[src/rtl/halt_dump_unit_pkg.sv]
// halt_dump_unit_pkg: shared processor defines (word width, halt word, drain length, dump FSM states)
package halt_dump_unit_pkg;
  localparam int DEF_DBITS = 32;
  localparam int DEF_NUM_REGS = 16;
  localparam logic [31:0] DEF_HALT_WORD = 32'h0000DEAD;
  localparam int DEF_DRAIN_CYCLES = 2;
  typedef enum logic [2:0] {RUN, DRAIN, FETCH, SEND, DONE} state_t;
endpackage

[src/rtl/dump_out_reg.sv]
// dump_out_reg: valid/ready holding register for dumped words (load sets valid, handshake clears it)
module dump_out_reg
  import halt_dump_unit_pkg::*;
#(
  parameter int DBITS = DEF_DBITS
) (
  input  logic             clk,
  input  logic             reset,
  input  logic             load,
  input  logic [DBITS-1:0] load_data,
  input  logic             load_last,
  input  logic             ready,
  output logic [DBITS-1:0] data,
  output logic             valid,
  output logic             last
);
  always_ff @(posedge clk)
    if (reset) begin
      data <= '0;
      valid <= 1'b0;
      last <= 1'b0;
    end else if (load) begin
      data <= load_data;
      valid <= 1'b1;
      last <= load_last;
    end else if (valid && ready) begin
      valid <= 1'b0;
      last <= 1'b0;
    end
endmodule

[src/rtl/halt_dump_unit.sv]
// halt_dump_unit: halts the core on HALT_WORD, drains, then streams PC and R0..R(NUM_REGS-1) over valid/ready
module halt_dump_unit
  import halt_dump_unit_pkg::*;
#(
  parameter int               DBITS        = DEF_DBITS,
  parameter int               NUM_REGS     = DEF_NUM_REGS,
  parameter logic [DBITS-1:0] HALT_WORD    = DBITS'(DEF_HALT_WORD),
  parameter int               DRAIN_CYCLES = DEF_DRAIN_CYCLES
) (
  input  logic             clk,
  input  logic             reset,
  input  logic [DBITS-1:0] inst_word_in,
  input  logic [DBITS-1:0] pc_in,
  output logic [3:0]       dbg_rd_addr,
  input  logic [DBITS-1:0] dbg_rd_data,
  output logic             halt_out,
  output logic [DBITS-1:0] dump_data,
  output logic             dump_valid,
  input  logic             dump_ready,
  output logic             dump_last,
  output logic             done
);
  localparam int CW = $clog2(DRAIN_CYCLES + 2);
  state_t state;
  logic [CW-1:0] cnt;
  logic [4:0] w;
  logic [DBITS-1:0] pc_q;
  logic halt_hit, handshake, load, load_last;
  logic [DBITS-1:0] load_data;
  assign halt_hit = state == RUN && inst_word_in == HALT_WORD;
  assign handshake = state == SEND && dump_valid && dump_ready;
  assign load = state == FETCH || (state == DRAIN && cnt == CW'(1)) || (halt_hit && DRAIN_CYCLES == 0);
  assign load_data = state == FETCH ? dbg_rd_data : state == RUN ? pc_in : pc_q;
  assign load_last = state == FETCH && w == 5'(NUM_REGS);
  assign dbg_rd_addr = state == FETCH ? 4'(w - 5'd1) : 4'd0;
  always_ff @(posedge clk)
    if (reset) begin
      state <= RUN;
      cnt <= '0;
      w <= '0;
      pc_q <= '0;
      halt_out <= 1'b0;
      done <= 1'b0;
    end else begin
      if (halt_hit) begin
        pc_q <= pc_in;
        cnt <= CW'(DRAIN_CYCLES);
        halt_out <= 1'b1;
        state <= DRAIN_CYCLES == 0 ? SEND : DRAIN;
      end
      if (state == DRAIN) begin
        cnt <= cnt - CW'(1);
        if (cnt == CW'(1)) state <= SEND;
      end
      if (state == FETCH) state <= SEND;
      if (handshake) begin
        w <= w + 5'd1;
        state <= dump_last ? DONE : FETCH;
        done <= dump_last;
      end
    end
  dump_out_reg #(.DBITS(DBITS)) u_out (
    .clk(clk),
    .reset(reset),
    .load(load),
    .load_data(load_data),
    .load_last(load_last),
    .ready(dump_ready),
    .data(dump_data),
    .valid(dump_valid),
    .last(dump_last)
  );
endmodule

[config.mk]
export PLATFORM = sky130hd
export DESIGN_NAME = halt_dump_unit
export DESIGN_NICKNAME = d
export VERILOG_FILES = /design/src/rtl/halt_dump_unit_pkg.sv /design/src/rtl/dump_out_reg.sv /design/src/rtl/halt_dump_unit.sv
export SDC_FILE = /design/constraint.sdc
export NUM_CORES = 1
export LEC_CHECK = 0
export ABC_AREA = 0
export CAP_MARGIN = 20
export CORE_MARGIN = 4
export CORE_UTILIZATION = 31
export CTS_CLUSTER_SIZE = 10
export DETAILED_ROUTE_END_ITERATION = 10
export GPL_TIMING_DRIVEN = 0
export PLACE_DENSITY = 0.64
export SLEW_MARGIN = 20
export SYNTH_ARGS = -nofsm -noshare
export SYNTH_HDL_FRONTEND = slang
export SYNTH_SLANG_ARGS = --single-unit
[constraint.sdc]
create_clock -name clk -period 3.8 [get_ports clk]
set_clock_uncertainty 0.15 [all_clocks]
set_input_delay 0.57 -clock clk [delete_from_list [all_inputs] [get_ports clk]]
set_output_delay 0.57 -clock clk [all_outputs]
set_load 0.005 [all_outputs]
# --- After elaboration in Yosys (flattened, before gate mapping) ---
# Cells that the tools add are included.
# W data, S select, Z words.
word_totals:
  regBits: 78
  inputBits: 99
  out_inout_bits: 40
  elab_cells: 42
op_classes:
  n_addsub: 3
  eq_ne: 6
  muxes: 14
  reduce_logical: 10
ops:
  columns: ["op", "n"]
  rows:
  - ["$mux W32", 2]
  - ["$eq A32 B16 Y1 const B", 1]
  - ["$mux W3", 6]
  - ["$eq A3 B2 Y1 const B", 2]
  - ["$logic_and A1 B1 Y1", 6]
  - ["$add A5 B1 Y5 const B", 1]
  - ["$eq A5 B5 Y1 const B", 1]
  - ["$mux W2", 2]
  - ["$mux W4", 1]
  - ["$reduce_bool A2 Y1", 2]
  - ["$sub A4 B1 Y4 const B", 1]
  - ["$eq A3 B1 Y1 const B", 1]
  - ["$logic_not A3 Y1", 1]
  - ["$mux W1", 3]
  - ["$eq A2 B1 Y1 const B", 1]
  - ["$sub A2 B1 Y2 const B", 1]
  - ["$logic_or A1 B1 Y1", 1]

# --- Depth between registers and ports, before layout ---
logic_depth:
  word_depth: 7
  ltp_mapped: 8
  depth_no_buf: 6

# --- Hierarchy ---
# From an unflattened synthesis, not the netlist that was laid out.
unflattened:
  cells_unflattened: 443
  hier_area_um2: 4047.6
by_module_without_submodules:
  columns: ["module", "instances", "cells_per_inst", "area_per_inst_um2", "seq_area_each_um2"]
  rows:
  - ["halt_dump_unit", 1, 330, 2805.2, 880.8]
  - ["dump_out_reg", 1, 113, 1242.4, 680.7]

# --- Least setup slack after synthesis ---
# Ideal clock, no wire load.
synth_timing:
  path_type: "in2reg"
  start: "input inst_word_in[6]"
  end: "register pc_q[0]"
  setup_ns: 0.072
  arrival_time_ns: 1.723
  t_required_ns: 3.578
  path_slack_ns: 1.855
  path_stages: 6
  n_path_buf: 2
  path_cell_list: "nor4bb_1 -> nand4_1 -> nor4_1 -> buf_4 -> buf_6 -> mux2i_1"
synth_between:
  elab_chain_cells: 2
synth_rtl:
  columns: ["item", "line", "source"]
  rows:
  - ["from (decl)", "halt_dump_unit.sv:12", "input logic [DBITS-1:0] inst_word_in,"]
  - ["$eq A32 B16 Y1", "halt_dump_unit.sv:30", "assign halt_hit = state == RUN && inst_word_in == HALT_WORD;"]
  - ["$logic_and A1 B1 Y1", "halt_dump_unit.sv:30", null]
  - ["to (signal assigned)", "halt_dump_unit.sv:46", "pc_q <= pc_in;"]
  - ["to (decl)", "halt_dump_unit.sv:27", "logic [DBITS-1:0] pc_q;"]
# Every way passes these cells.
# A chain may end at the register's enable or synchronous reset.

# --- Worst setup path after layout ---
layout_timing:
  start: "register state[2]"
  end: "output dbg_rd_addr[3]"
layout_between:
  elab_chain_cells: 2
layout_rtl:
  columns: ["item", "line", "source"]
  rows:
  - ["from (decl)", "halt_dump_unit.sv:24", "state_t state;"]
  - ["from (signal assigned)", "halt_dump_unit.sv:49", "state <= DRAIN_CYCLES == 0 ? SEND : DRAIN;"]
  - ["from (signal assigned)", "halt_dump_unit.sv:58", "state <= dump_last ? DONE : FETCH;"]
  - ["$eq A3 B2 Y1", "halt_dump_unit.sv:35", "assign dbg_rd_addr = state == FETCH ? 4'(w - 5'd1) : 4'd0;"]
  - ["$mux W4", "halt_dump_unit.sv:35", null]
  - ["to (decl)", "halt_dump_unit.sv:14", "output logic [3:0] dbg_rd_addr,"]
# Every way passes these cells.

==> summary.md <==
| Metric | Value |
|---|---|
| Outcome | finished clean |
| Async set or reset register ratio after synthesis | 0 |
| # setup viols final | 0 |
| Die X | around 120 um |
| Layout cells sized above 1 | 0.0442 |
| Initial antenna violation count | 0 |
| CP Data Required Time | 3080 ps |
| Seq cells post-synth | 78 |
| Pleak | 2.20 nW |
| Slew @ Worst Pin | 519 ps |
| Post-synthesis sequential area ratio | 0.409 |
| Power Density | 328 mW/mm^2 |
| Post-Route WL | 11.1 mm |
| Crit path kind | flop to output pin |
| Leading cell type in the layout, fill and taps excluded | clkdlybuf4s50_1 |
| Sequential power share | 0.439 |
| # port buffers | 137 |
| Period utilization | 0.666 |
| Sw Ratio | 0.207 |
| Most frequent cells in the layout | clkdlybuf4s50_1, dfxtp_1, nand2b_1 |
| Overflow after GRT | 0 |
| Final Wtd Congestion | between 0.7 and 0.8 |
| Area grow syn2layout | 48.7% |
| Clock slew at reported path FFs | about 60 ps |
| CTS tree | yes |
| Core Area | 0.0120 mm^2 |
| I/O Pins | ~140 |
| Max Fclk | 0.395 GHz |
| Clock share of power | 0.468 |
| Comb pwr share | 0.093 |
| First DRT Iteration DRCs | 160 |
| Hold Slack | approximately 320 ps |
| Post-synth top flop | dfxtp_1 |
| Setup Buffers After CTS | 0 |
| RSZ-0062 raised after global routing | no |
| Longest Clk Path Bufs | 2 |
| First-pass GRT wire length | roughly 18 mm |
| WL/cell | approximately 16 um |
| Number of hold buffers added after CTS | 0 |
| Gr usage total | 0.157 |
| Vert. Die Dim | 119 um |
| Detailed Place HPWL | about 8.5 mm |
| Latest clock arrival within the worst-skew pair | about 330 ps |
| Final Hold Fails | 0 |
| Number of global-route vias before repair | 3648 |
| Final non-filler cell area | roughly 0.0057 mm^2 |
| EDFF count, synth | 0 |
| DR vias | around 3400 |
| Syn avg cell area | 9.26 um^2 |
| Crit Path Max Fanout | 8 |
| Routed Antenna Nets | 0 |
| Setup TNS | 0 ps |
| Largest net degree at the start of global routing | 13 |
| Switching power | between 300 and 400 uW |
| Root buf cell | clkbuf_16 |
| Crit end category | output pin |
| Post-layout net count | between 600 and 700 |
| Worst setup SP type | flop |
| Arr. time, crit path | 1810 ps |
| Cells after Synth | slightly above 400 |
| Die ar. | 0.0141 mm^2 |
| Total CTS buffers | 9 |
| Max VDD drop | 0.000178 V |
| Cts repair resizes | 0 |
| HP Class | flop to flop |
| Crit path time final | ~2500 ps |
| FP Rows | 40 |
| Clk sink count | just under 80 |
| Pint | 1.48 mW |
| Post-Syn Nets | about 510 |
| Initial core utilization | 0.318 |
| Max-cap viol count | 0 |
| Worst slew margin | 0.654 |
| Residual DRC count | 0 |
| Total Power | approximately 1.9 mW |
| ANT cells | 0 |
| Netlist cell types | 36 |
| Post-Syn Area | about 0.0038 mm^2 |
| H-Tree Depth | 3 |
| Mean number of vias per cell | around 4.8 |
| Fin. max-slew vios | 0 |
| Syn. warnings | 0 |
| Dpl cell area | 0.00537 mm^2 |
| Drt pass-1 iters | 4 |
==> cell families (layout without fill, tap and decap cells) <==
family / Yosys count / count (layout) / synth area share
AO/OA/AOI/OAI: 76 / 76 / 0.136
XOR/XNOR: 6 / 6 / 0.0138
adder cells (fa/ha/maj): 3 / 3 / 0.00984
buffers and inverters: 38 / 191 / 0.0459
flip-flops: 78 / 78 / 0.409
multiplexers: 65 / 65 / 0.171
AND/OR/NAND/NOR: 146 / 146 / 0.215
==> critical path, stage by stage (launching register included) <==
cell and delay (ps):
dfxtp_1 290, clkbuf_1 190, nor2b_1 220, nand2b_1 140
nor2_1 130, clkdlybuf4s50_1 510
==> stage by stage <==
stage | instances | worst slack, ps | util
after floorplan | 412 | 1860 | -
after global placement | 696 | 1140 | 0.447
after detailed placement | 696 | 1140 | 0.447
after CTS | 712 | 1230 | 0.472
after global routing | 712 | 1110 | 0.472
final | 712 | 1270 | 0.472
==> area by class of cell <==
class / count / area [um^2]
clock buffer: 12 / 256
buffer: 35 / 164
clock inverter: 4 / 45.0
timing repair buffer: 137 / 1370
tap: 147 / 184
sequential: 78 / 1560
inverter: 3 / 11.3
fill: 1169 / 6340
multi-input combinational: 296 / 2080
==> flip-flops by register name (all words and copies together), names as in the netlist <==
name         cells
cnt              2
done             1
halt_out         1
pc_q            32
state            3
u_out.data      32
u_out.last       1
u_out.valid      1
w                5
==> metal layers <==
layer / global-route usage / wire length (um)
met5: 0 / 0
met4: 0.0572 / 203
met1: 0.194 / 5040
met3: 0.0423 / 529
met2: 0.262 / 5320
==> path summary, 6_finish.rpt <==
kind / slack, ps / startpoint / depth (start not counted) / end
max: 1270 / state[2] / 5 / dbg_rd_addr[3]
min: 320 / pc_q[18] / 2 / pc_q[18]
max reg2reg: 1430 / state[2] / 6 / u_out.data[27]
min reg2reg: 320 / pc_q[18] / 2 / pc_q[18]
==> power by group through the flow <==
stage	sequential (mW)	combinational, mW	clock [mW]
2_1_floorplan	0.836	0.0514	0
3_3_place_gp	0.836	0.172	0
3_5_place_dp	0.836	0.172	0
4_1_cts	0.818	0.174	0.893
5_1_grt	0.817	0.186	0.922
6_report	0.818	0.172	0.871
==> synthesized netlist by cell type, types with 2 or more instances <==
| cell type | number | share of area |
|---|---|---|
| buf_6 | 3 | 0.0089 |
| nand3b_1 | 2 | 0.0039 |
| and2_1 | 3 | 0.0049 |
| o31a_1 | 2 | 0.0046 |
| inv_1 | 3 | 0.0030 |
| o21ai_1 | 27 | 0.035 |
| nand2_1 | 33 | 0.032 |
| buf_2 | 5 | 0.0066 |
| nor3b_1 | 2 | 0.0039 |
| nand4b_1 | 2 | 0.0046 |
| mux2i_1 | 65 | 0.17 |
| ha_1 | 3 | 0.0098 |
| xor2_1 | 3 | 0.0069 |
| dfxtp_1 | 78 | 0.41 |
| and4b_1 | 2 | 0.0052 |
| a21oi_1 | 6 | 0.0079 |
| nor4_1 | 5 | 0.0082 |
| nand3_1 | 3 | 0.0039 |
| nand4_1 | 4 | 0.0066 |
| o21ai_0 | 6 | 0.0079 |
| nand2b_1 | 67 | 0.11 |
| xnor2_1 | 3 | 0.0069 |
| nor2b_1 | 2 | 0.0033 |
| nor2_1 | 16 | 0.016 |
| a22o_1 | 32 | 0.073 |
| clkbuf_1 | 25 | 0.025 |
(Power assumes the default switching activity.)
